--- src/rtl/max_pool_2x2_if.sv ---
// Streaming handshake between the ReLU stage, the 2x2 max-pool block and its
// consumer: sample input with valid/ready, pooled output with valid only.
interface max_pool_2x2_if #(
  parameter int DATA_W = 16
) ();

  logic                     in_valid;
  logic signed [DATA_W-1:0] in_data;
  logic                     in_ready;
  logic                     out_valid;
  logic signed [DATA_W-1:0] out_data;

  // Producer/consumer side (testbench or upstream logic)
  modport master (
    output in_valid,
    output in_data,
    input  in_ready,
    input  out_valid,
    input  out_data
  );

  // Pooling block side
  modport slave (
    input  in_valid,
    input  in_data,
    output in_ready,
    output out_valid,
    output out_data
  );

endinterface

--- src/rtl/max_pool_2x2.sv ---
// 2x2 stride-2 signed max pooling over a raster-ordered IMG_W x IMG_H map.
// Horizontal pairs are reduced as they arrive; even-row pair maxima are parked
// in a half-width line buffer and combined with the matching odd-row pair.
module max_pool_2x2 #(
  parameter int DATA_W = 16,
  parameter int IMG_W  = 24,
  parameter int IMG_H  = 24
) (
  input  logic             clk,
  input  logic             reset_n,
  input  logic             p_load,
  max_pool_2x2_if.slave    bus,
  output logic             done_p
);

  localparam int CW = (IMG_W > 1) ? $clog2(IMG_W) : 1;
  localparam int RW = (IMG_H > 1) ? $clog2(IMG_H) : 1;
  localparam int LN = IMG_W / 2;
  localparam int LW = (LN > 1) ? $clog2(LN) : 1;

  localparam logic [CW-1:0] COL_LAST = CW'(IMG_W - 1);
  localparam logic [RW-1:0] ROW_LAST = RW'(IMG_H - 1);

  typedef enum logic [1:0] {
    IDLE,
    RUN,
    DONE
  } state_t;

  state_t                   state_q;
  state_t                   state_d;
  logic [CW-1:0]            col_q;
  logic [RW-1:0]            row_q;
  logic signed [DATA_W-1:0] hold_q;
  logic signed [DATA_W-1:0] line_buf [LN];

  logic                     xfer;
  logic                     last_px;
  logic                     col_odd;
  logic                     row_odd;
  logic [LW-1:0]            lb_idx;
  logic signed [DATA_W-1:0] lb_rd;
  logic signed [DATA_W-1:0] pair_max;
  logic signed [DATA_W-1:0] pool_max;

  // Transfer qualification and the signed max tree for the current sample
  always_comb begin
    xfer     = bus.in_valid && bus.in_ready;
    col_odd  = col_q[0];
    row_odd  = row_q[0];
    last_px  = xfer && (col_q == COL_LAST) && (row_q == ROW_LAST);
    lb_idx   = LW'(col_q >> 1);
    lb_rd    = line_buf[lb_idx];
    pair_max = (bus.in_data > hold_q) ? bus.in_data : hold_q;
    pool_max = (lb_rd > pair_max) ? lb_rd : pair_max;
  end

  // State register
  always_ff @(posedge clk or negedge reset_n) begin
    if (!reset_n) begin
      state_q <= IDLE;
    end else begin
      state_q <= state_d;
    end
  end

  // Next state plus the state-decoded handshake/completion outputs
  always_comb begin
    state_d      = state_q;
    bus.in_ready = 1'b0;
    done_p       = 1'b0;
    case (state_q)
      IDLE: begin
        if (p_load) begin
          state_d = RUN;
        end
      end
      RUN: begin
        bus.in_ready = 1'b1;
        if (last_px) begin
          state_d = DONE;
        end
      end
      DONE: begin
        done_p  = 1'b1;
        state_d = IDLE;
      end
      default: begin
        state_d = IDLE;
      end
    endcase
  end

  // Raster position: cleared by a start pulse in IDLE, advanced per transfer
  always_ff @(posedge clk or negedge reset_n) begin
    if (!reset_n) begin
      col_q <= '0;
      row_q <= '0;
    end else if ((state_q == IDLE) && p_load) begin
      col_q <= '0;
      row_q <= '0;
    end else if (xfer) begin
      if (col_q == COL_LAST) begin
        col_q <= '0;
        row_q <= (row_q == ROW_LAST) ? '0 : row_q + RW'(1);
      end else begin
        col_q <= col_q + CW'(1);
      end
    end
  end

  // Even-column sample waits here for its odd-column partner
  always_ff @(posedge clk or negedge reset_n) begin
    if (!reset_n) begin
      hold_q <= '0;
    end else if (xfer && !col_odd) begin
      hold_q <= bus.in_data;
    end
  end

  // Even-row pair maxima; every entry is rewritten before its odd-row read
  always_ff @(posedge clk) begin
    if (xfer && col_odd && !row_odd) begin
      line_buf[lb_idx] <= pair_max;
    end
  end

  // Pooled output: registered one cycle after each odd-row, odd-column transfer
  always_ff @(posedge clk or negedge reset_n) begin
    if (!reset_n) begin
      bus.out_valid <= 1'b0;
      bus.out_data  <= '0;
    end else begin
      bus.out_valid <= xfer && col_odd && row_odd;
      if (xfer && col_odd && row_odd) begin
        bus.out_data <= pool_max;
      end
    end
  end

endmodule

--- src/flat_wrapper.sv ---
// flat-port wrapper written by rule: the top's interface ports become plain ports
module max_pool_2x2_flat 
#(
  parameter int DATA_W = 16,
  parameter int IMG_W  = 24,
  parameter int IMG_H  = 24
)
  (clk, reset_n, p_load, done_p, bus_in_valid, bus_in_data, bus_in_ready, bus_out_valid, bus_out_data);
  max_pool_2x2_if #(.DATA_W(DATA_W)) bus_i ();
  input  logic clk;
  input  logic reset_n;
  input  logic p_load;
  output logic done_p;
  input wire logic [$bits(bus_i.in_valid)-1:0] bus_in_valid;
  input wire logic [$bits(bus_i.in_data)-1:0] bus_in_data;
  output wire logic [$bits(bus_i.in_ready)-1:0] bus_in_ready;
  output wire logic [$bits(bus_i.out_valid)-1:0] bus_out_valid;
  output wire logic [$bits(bus_i.out_data)-1:0] bus_out_data;
  assign bus_i.in_valid = bus_in_valid;
  assign bus_i.in_data = bus_in_data;
  assign bus_in_ready = bus_i.in_ready;
  assign bus_out_valid = bus_i.out_valid;
  assign bus_out_data = bus_i.out_data;
  max_pool_2x2 #(.DATA_W(DATA_W), .IMG_W(IMG_W), .IMG_H(IMG_H)) u_core (.clk(clk), .reset_n(reset_n), .p_load(p_load), .bus(bus_i), .done_p(done_p));
endmodule
--- config.mk ---
export PLATFORM = sky130hd
export DESIGN_NAME = max_pool_2x2_flat
export DESIGN_NICKNAME = d
export VERILOG_FILES = /design/src/rtl/max_pool_2x2_if.sv /design/src/rtl/max_pool_2x2.sv /design/src/flat_wrapper.sv
export SDC_FILE = /design/constraint.sdc
export NUM_CORES = 1
export LEC_CHECK = 0
export BUFFER_PORTS_ARGS = -buffer_cell sky130_fd_sc_hd__clkbuf_2
export CORE_ASPECT_RATIO = 0.75
export CORE_UTILIZATION = 38
export DETAILED_ROUTE_END_ITERATION = 6
export MAX_ROUTING_LAYER = met4
export PLACE_DENSITY = 0.55
export SKIP_CTS_REPAIR_TIMING = 1
export SLEW_MARGIN = 10
export SYNTH_ARGS = -nofsm -noshare
export SYNTH_HDL_FRONTEND = slang
export SYNTH_SLANG_ARGS = --single-unit
export TNS_END_PERCENT = 30
--- constraint.sdc ---
create_clock -name clk -period 12.03 [get_ports clk]
set_input_delay 0.6015 -clock clk [delete_from_list [all_inputs] [get_ports clk]]
set_output_delay 0.6015 -clock clk [all_outputs]
set_load 0.1 [all_outputs]
---- Word-level counts from Yosys, hierarchy flattened ----
Memory sizes are Yosys's and may differ from the RTL's.
Cells that the tools add are included.
word-level totals
  memories kept ........................... 1
  flip-flop bits (word level) ............. 45
  word-level logic and storage cells ...... 48
  RAM bits ................................ 192
cells by class
  multiplexer cells ....................... 16
  reduce and logical (&&, ||, !) cells .... 15
  add/subtract/negate cells ............... 2
  equal/unequal tests ..................... 6
  $lt $le $gt $ge ......................... 2
memories
  memory           depth  width  read ports  clocked after memory_dff  write ports  line                RTL
  u_core.line_buf  12     16     1           0                         1            max_pool_2x2.sv:35  logic signed [DATA_W-1:0] line_buf [LN];
operator list
  kind                                                              count
  5-bit 2-to-1 mux                                                  7
  16-bit greater-than comparator                                    2
  16-bit 2-to-1 mux                                                 2
  5-bit by 1-bit adder with 5-bit output (second input constant)    2
  5-bit == test (second input constant)                             2
  1-bit logical AND                                                 8
  1-bit 2-to-1 mux                                                  4
  2-bit 2-to-1 mux                                                  2
  2-bit case mux with 2 select lines                                1
  2-bit AND reduction                                               2
  2-bit nonzero test                                                2
  2-bit by 1-bit == test with 1-bit output (second input constant)  1
  2-bit == test (second input constant)                             1
  1-bit zero test                                                   2
  2-bit zero test                                                   1
  2-bit by 1-bit != test with 1-bit output (second input constant)  1
  2-bit != test (second input constant)                             1

---- Longest topological paths before layout ----
Gate-level depths: netlist (run 1).
  depth in word-level cells ............... 7
  mapped depth ............................ 18
  depth with buffers taken out ............ 15

---- Least setup slack after synthesis (run 1) ----
OpenSTA, ideal clock, no wires.
  kind .................................... in2reg
  from .................................... input bus_in_data[14]
  to ...................................... register u_core.bus.out_data[0]
  arrival time ............................ 4.091 ns
  buffers on the path ..................... 3
  cell stages on the path ................. 16
  path slack .............................. 7.801 ns
  setup time .............................. 0.138 ns
  cell sequence ........................... ha_1 > a21oi_2 > nand2_1 > a221o_1 > or3_1 > buf_6 > buf_12 > mux2_4 > ha_1 > nand4_1 > nor4_1 > a21boi_2 > nor4_1 > o31ai_4 > buf_4 > o221ai_1
on the way
  word-level cells in the longest chain between the ends .. 4
ends and longest elaborated chain
  what                            line                   RTL
  start: declaration              flat_wrapper.sv:15     input wire logic [$bits(bus_i.in_data)-1:0] bus_in_data;
  16-bit greater-than comparator  max_pool_2x2.sv:54     pair_max = (bus.in_data > hold_q) ? bus.in_data : hold_q;
  16-bit 2-to-1 mux *             max_pool_2x2.sv:54
  16-bit greater-than comparator  max_pool_2x2.sv:55     pool_max = (lb_rd > pair_max) ? lb_rd : pair_max;
  16-bit 2-to-1 mux *             max_pool_2x2.sv:55
  end signal: assignment          max_pool_2x2.sv:136    bus.out_data <= pool_max;
  end: declaration                max_pool_2x2_if.sv:28  output out_data
Every way passes the cells marked *; elsewhere a longest branch is shown, timed or not.
A chain may end at the register's enable or synchronous reset.

---- Worst setup path in the final report (run 1) ----
  from .................................... register u_core.hold_q[15]
  to ...................................... register u_core.bus.out_data[7]
on the way
  word-level cells in the longest chain between the ends .. 4
ends and longest elaborated chain
  what                            line                 RTL
  start: declaration              max_pool_2x2.sv:34   logic signed [DATA_W-1:0] hold_q;
  start signal: assignment        max_pool_2x2.sv:117  hold_q <= bus.in_data;
  16-bit greater-than comparator  max_pool_2x2.sv:54
  16-bit 2-to-1 mux *             max_pool_2x2.sv:54
  16-bit greater-than comparator  max_pool_2x2.sv:55
  16-bit 2-to-1 mux *             max_pool_2x2.sv:55
Marked as above.

==> impl_results.md, run 1 <==
- Hold Vio Cnt, Final: 0
- Fmax: 0.177 GHz
- Worst Path Required: 12.37 ns
- Initial Util: 0.392
- Yosys top cell by area: edfxtp_1
- First-pass GRT wire length: 36,500 um
- Drt first-iter violations: 382
- Initial antenna violation count: 0
- H-tree lvl count: 1
- Largest net degree at the start of global routing: 52
- Design Area, Final: 12,200 sq um
- CTS Buffer Depth: 3
- Sinks on Clock Net: 237
- Synth top area share: 0.538
- FP Rows: 52
- Total Nets Final: 786
- Crit path launch: u_core.hold_q[15]
- Synth Instances: 681
- Dominant cells by area after synthesis: edfxtp_1, dfrtp_1, mux4_2, mux2i_1, ha_1
- Ports: 39
- Synth-to-layout area growth: 13.5%
- Seq/Total Area, Yosys: 0.643
- Flops & latches, synth: 237
- Syn Nets: 735
- Mapped Avg Cell Area: 15.7 sq um
- Worst Setup Path Type: reg2reg
- Vias per std cell: 5.33
- Dpl cell area: 11,400 sq um
- Peak supply drop: 0.165 mV
- Max-cap violations: 0
- # DRC: 0
- Initial DRT Pass Iterations: 5
- RD Place Congestion: 0.844
- Ratio of cells with drive above 1 in the final layout: 0.242
- Total congestion overflow: 0
- Status: finished, final reports clean
- Clk root buf: clkbuf_16
- CP Launch Type: flip-flop
- Detail Route Antenna Nets: 0
- TritonCTS Buffers: 25
- Cell variety after synth: 49
- Drt total wl: 23,500 um
- Ys flop type: edfxtp_1
- Via count: 5,867
- Depth of the most critical reg-to-reg path: 13
- Fin crit period: 5.64 ns
- Final setup TNS: 0 ns
- DP Wirelength: 15,300 um
- Die X: 196 um
- Synth Warn #: 0
- Die Y: 147 um
- Worst slew margin: 0.208
- Critical path arrival: 5.98 ns
- Drt wl/cell: 21.3 um
- FFs w/ async S/R, synth: 0.190
- CP endpoint kind: flip-flop
- Synthesized cell area: 10,700 sq um
- Clock transition at the registers of the reported paths: 0.06 ns
- Crit-path max cell delay: 0.90 ns
- Antenna fix cells: 0
- RSZ-0062 raised after global routing: no
- Worst reg2reg startpoint: u_core.hold_q[15]
- Min-delay worst type: in2async
- Pwr per Cell Area: 268 nW/um^2
- Period utilization: 0.469
- Die area: 28,900 sq um
- Leakage: 4.52 nW
- Port Buf Inserts: 38
- Worst-margin pin slew: 1.18 ns
- CTS tree: built
- Clk Latency, worst-skew pair: 0.51 ns
- Layout Skew: 0.0152 ns
- CP Cell Sequence: inv_1, ha_1, nand4_1, a2111oi_0, or3_1, mux2_4, ha_1, nand4_1, nor4_1, a21boi_2, nor4_1, o31ai_4, o221ai_1
- Setup slack, reg-to-reg: 6.39 ns
- Gr usage total: 0.172
- Final setup viols: 0
- Crit Path Max Fanout: 20
- Number of synthesized flops with an enable pin: 192
- Vias in the first global route: 6,162
- Slowest cell on crit path: ha_1
- Final Slew Violations: 0
- Most frequent cells in the layout: edfxtp_1, nand2_1, inv_1, mux2i_1, mux4_2
- Core area: 27,300 sq um
- Commonest non-fill, non-tap cell in the layout: edfxtp_1
- Worst r2r dst: u_core.bus.out_data[7]
-- metal layers --
layer  GRT usage  vias up  wire length (um)
li1            -     2703                 -
met1       0.252     3016             11600
met2       0.256      130             10400
met3      0.0287       18              1140
met4      0.0281        0               260
met5           -        -                 0
-- flip-flops by register name, summed over array words and instances (netlist names) --
register	flops
u_core.line_buf	192
u_core.row_q	5
u_core.state_q	2
u_core.bus.out_valid	1
u_core.col_q	5
u_core.hold_q	16
u_core.bus.out_data	16
-- power by group --
group,internal (W),switching (W),total (W)
clock network,0.000445,0.000314,0.000759
registers,0.00115,0.0000513,0.00120
logic,0.000483,0.000817,0.00130
total,0.00208,0.00118,0.00326
-- critical path, delay by kind of cell (launching register included) --
kind | cells | cell delay [ns]
compound gates | 4 | 1.68
fa+ha+maj | 2 | 1.24
mux | 1 | 0.38
buf+inv | 1 | 0.07
simple gates | 5 | 1.72
flops | 1 | 0.36
-- final cells by class --
type / count / area, sq um
Clock inverter: 19 / 180
Inverter: 50 / 188
Sequential cell: 237 / 6900
Timing Repair Buffer: 57 / 333
Clock buffer: 25 / 626
Fill cell: 2414 / 15200
Tap cell: 351 / 439
Multi-Input combinational cell: 361 / 3510
-- per-stage QoR --
| stage | instances | total power (W) | setup WS (ns) | util | hold slack [ns] |
|---|---|---|---|---|---|
| detailed placement | 1056 | 0.00252 | 5.80 | 0.415 | 0.504 |
| global route | 1100 | 0.00346 | 5.83 | 0.445 | 0.231 |
| finish | 1100 | 0.00326 | 6.39 | 0.445 | 0.178 |
| CTS | 1100 | 0.00329 | 6.08 | 0.445 | 0.202 |
| global placement | 1056 | 0.00249 | 6.14 | 0.415 | 0.506 |
| floorplan | 681 | 0.00217 | 7.80 | - | 0.306 |
-- worst max path at each step --
| stage | slack [ns] | to |
|---|---|---|
| 6_report | 6.39 | u_core.bus.out_data[7] |
| 5_1_grt | 5.83 | u_core.bus.out_data[3] |
| 4_1_cts | 6.08 | u_core.bus.out_data[2] |
| 3_5_place_dp | 5.80 | u_core.bus.out_data[2] |
| 3_3_place_gp | 6.14 | u_core.bus.out_data[3] |
| 2_1_floorplan | 7.80 | u_core.bus.out_data[0] |
-- logic make-up after synthesis --
family	after synthesis	synth area share
XOR/XNOR	4	0.00327
AO/OA/AOI/OAI	81	0.0577
multiplexers	115	0.169
adder cells (fa/ha/maj)	34	0.0397
buffers and inverters	83	0.0336
flip-flops	237	0.643
AND/OR/NAND/NOR	127	0.0544
-- synthesized netlist by cell type (2+ instances only) --
library cell  number
nand4_1            7
mux4_2            48
nand3_1            7
o221ai_1           7
buf_1              3
nor3b_1            2
edfxtp_1         192
o221ai_2           9
buf_4              2
and4b_1            2
buf_2              8
xor2_1             3
o21ai_0           19
nor2_1            22
mux2_2             8
and2_1             2
nor3_1             8
inv_1             50
buf_6              2
a21oi_1           15
nand2_1           62
o21a_1            16
nor4_1             2
mux2i_1           49
a21o_1             4
nand2b_1           3
mux2_4             9
ha_1              34
dfrtp_1           45
clkbuf_1          17
nor2b_1            6
Power figures use the tool's default switching activity.
==> run 2, diff against run 1 <==
--- a/config.mk
+++ b/config.mk
@@ -10,7 +10,7 @@
 export CORE_UTILIZATION = 38
 export DETAILED_ROUTE_END_ITERATION = 6
 export MAX_ROUTING_LAYER = met4
-export PLACE_DENSITY = 0.55
+export PLACE_DENSITY = 0.57
 export SKIP_CTS_REPAIR_TIMING = 1
 export SLEW_MARGIN = 10
 export SYNTH_ARGS = -nofsm -noshare
==> constraint.sdc (replaced) <==
create_clock -name clk -period 5 [get_ports clk]
set_input_delay 0.25 -clock clk [delete_from_list [all_inputs] [get_ports clk]]
set_output_delay 0.25 -clock clk [all_outputs]
set_load 0.1 [all_outputs]
==> impl_results.md, run 2 (synthesis gave the netlist of run 1 again) <==
- Status: finished, final reports clean (unchanged)
- Flip-flop count of the largest register after layout: 192 (unchanged)
- Gr usage total: 0.175 (was 0.172)
- Critical path arrival: 5.04 ns (was 5.98 ns)
- Leakage: 4.50 nW (was 4.52 nW)
- RD Place Congestion: 0.831 (was 0.844)
- Hold Vio Cnt, Final: 0 (unchanged)
- Worst Setup Path Type: reg2reg (unchanged)
- First-pass GRT wire length: 37,200 um (was 36,500 um)
- Clock transition at the registers of the reported paths: 0.07 ns (was 0.06 ns)
- Fin crit period: 4.68 ns (was 5.64 ns)
- Die X: 196 um (unchanged)
- Total congestion overflow: 0 (unchanged)
- Final Slew Violations: 0 (unchanged)
- Worst-margin pin slew: 0.635 ns (was 1.18 ns)
- Vias per std cell: 5.43 (was 5.33)
- Total Nets Final: 792 (was 786)
- Synth-to-layout area growth: 13.1% (was 13.5%)
- CTS tree: built (unchanged)
- Worst path bufs/invs: 3 (was 1)
- TritonCTS Buffers: 23 (was 25)
- Initial antenna violation count: 0 (unchanged)
- Total power: 0.00767 W (was 0.00326 W)
- Vias in the first global route: 6,314 (was 6,162)
- Drt first-iter violations: 384 (was 382)
- Cell family with most CP delay: simple AND/OR/NAND/NOR gates (unchanged)
- Crit-path max cell delay: 0.53 ns (was 0.90 ns)
- Via count: 6,001 (was 5,867)
- Period utilization: 0.935 (was 0.469)
- Drt wl/cell: 21.2 um (was 21.3 um)
- Worst r2r dst: u_core.bus.out_data[0] (was u_core.bus.out_data[7])
- Slowest cell on crit path: a2111oi_1 (was ha_1)
- Layout Skew: 0.0145 ns (was 0.0152 ns)
- Final setup viols: 0 (unchanged)
- Setup slack, reg-to-reg: 0.32 ns (was 6.39 ns)
- Sinks on Clock Net: 237 (unchanged)
- Worst Path Required: 5.37 ns (was 12.37 ns)
- Fmax: 0.214 GHz (was 0.177 GHz)
- CP Launch Type: flip-flop (unchanged)
- Worst slew margin: 0.577 (was 0.208)
- Hold slack: 0.00577 ns (was 0.178 ns)
- Final setup TNS: 0 ns (unchanged)
- Peak supply drop: 0.373 mV (was 0.165 mV)
- Final core occ: 0.444 (was 0.445)
- CP endpoint kind: flip-flop (unchanged)
- Drt total wl: 23,400 um (was 23,500 um)
- Commonest non-fill, non-tap cell in the layout: edfxtp_1 (unchanged)
- Min-delay worst type: in2reg (was in2async)
- Pwr per Cell Area: 632 nW/um^2 (was 268 nW/um^2)
- Crit path depth: 15 (was 13)
- Largest regs: u_core.line_buf: 192 flops, u_core.bus.out_data: 16 flops, u_core.hold_q: 16 flops (unchanged)
- Max-cap violations: 0 (unchanged)
- Detail Route Antenna Nets: 0 (unchanged)
- Clk Latency, worst-skew pair: 0.51 ns (about the same)
- Hold depth: 3
- Depth of the most critical reg-to-reg path: 15 (was 13)
- Most used routing layer: met2 (unchanged)
- Clk root buf: clkbuf_16 (unchanged)
- Most frequent cells in the layout: edfxtp_1, nand2_1, inv_1, mux2i_1, mux4_2 (unchanged)
- H-tree lvl count: 1 (unchanged)
- Crit path launch: u_core.hold_q[5] (was u_core.hold_q[15])
- DP Wirelength: 15,700 um (was 15,300 um)
- Largest net degree at the start of global routing: 46 (was 52)
- Critical Path Sink: u_core.bus.out_data[0] (was u_core.bus.out_data[7])
- CP Cell Sequence: inv_1, ha_1, nand4_1, a2111oi_1, or3_1, buf_4, mux2_4, ha_1, nand4_1, nor4_1, and4_1, nor3b_1, mux2i_2, buf_4, o221ai_1 (was inv_1, ha_1, nand4_1, a2111oi_0, or3_1, mux2_4, ha_1, nand4_1, nor4_1, a21boi_2, nor4_1, o31ai_4, o221ai_1)
- Core area: 27,300 sq um (unchanged)
- CTS Buffer Depth: 3 (unchanged)
- Antenna fix cells: 0 (unchanged)
- Die Y: 147 um (unchanged)
- Die area: 28,900 sq um (unchanged)
- FP Rows: 52 (unchanged)
- Port Buf Inserts: 38 (unchanged)
- Met3 Track Usage GR: 0.0226 (was 0.0287)
- Worst reg2reg startpoint: u_core.hold_q[5] (was u_core.hold_q[15])
- Ports: 39 (unchanged)
- RSZ-0062 raised after global routing: no (unchanged)
- # DRC: 0 (unchanged)
- Initial Util: 0.392 (unchanged)
- Crit Path Max Fanout: 16 (was 20)
- GRT met2 Usage: 0.269 (was 0.256)
- GR Util met1: 0.252 (about the same)
- Ratio of cells with drive above 1 in the final layout: 0.241 (was 0.242)
- Initial DRT Pass Iterations: 5 (unchanged)
- Largest Register: u_core.line_buf (unchanged)
run 2: cell types whose count changed in the layout (fill, tap and decap cells not counted), sizes merged:
cell and delta:
buf +7, inv -2, clkinv -2, dlygate4sd3 +1, clkinvlp +1, clkbuf +2, bufinv -2
run 2: per-layer routing:
metal	up-vias	share of wire
met2	142	0.46
met4	0	0.015
met5	-	0
met1	3106	0.48
met3	33	0.041
li1	2720	-
run 2: layout make-up:
| cell class | count | area, sq um |
|---|---|---|
| sequential | 237 | 6900 |
| clock buffer | 27 | 591 |
| multi-input combinational | 361 | 3500 |
| tap | 351 | 439 |
| inverter | 50 | 188 |
| clock inverter | 14 | 103 |
| fill | 2434 | 15200 |
| timing repair buffer | 65 | 420 |
run 2: worst register-to-register path: cells and delay by family, from the launching register on:
| kind | cells | cell delay [ns] |
|---|---|---|
| adders and majority gates | 2 | 0.63 |
| AOI/OAI and AO/OA | 2 | 0.71 |
| DFF | 1 | 0.41 |
| buffers and inverters | 3 | 0.68 |
| and+or+nand+nor | 6 | 1.59 |
| muxes | 2 | 0.51 |
run 2: how the worst min path moves through the flow:
stage,start,slack (ns),end
after detailed placement,reset_n,0.40,u_core.row_q[2]
after global placement,reset_n,0.38,u_core.row_q[2]
after global routing,bus_in_data[11],0.03,u_core.hold_q[11]
after CTS,reset_n,-0.15,u_core.col_q[0]
final,bus_in_data[14],0.006,u_core.hold_q[14]
after floorplan,reset_n,-0.05,u_core.bus.out_data[0]
run 2: through the flow:
stage	cells	area (sq um)	setup WS, ns
after floorplan	681	10700	0.997
after global routing	1105	12100	0.0768
after CTS	1104	12100	0.351
after detailed placement	1063	11400	0.387
after global placement	1063	11400	0.692
final	1105	12100	0.324
run 2: power breakdown:
group	total, W	internal [W]	switching (W)
registers	0.00297	0.00277	0.000203
clock network	0.00162	0.000899	0.000725
logic	0.00308	0.00119	0.00189
total	0.00767	0.00486	0.00282
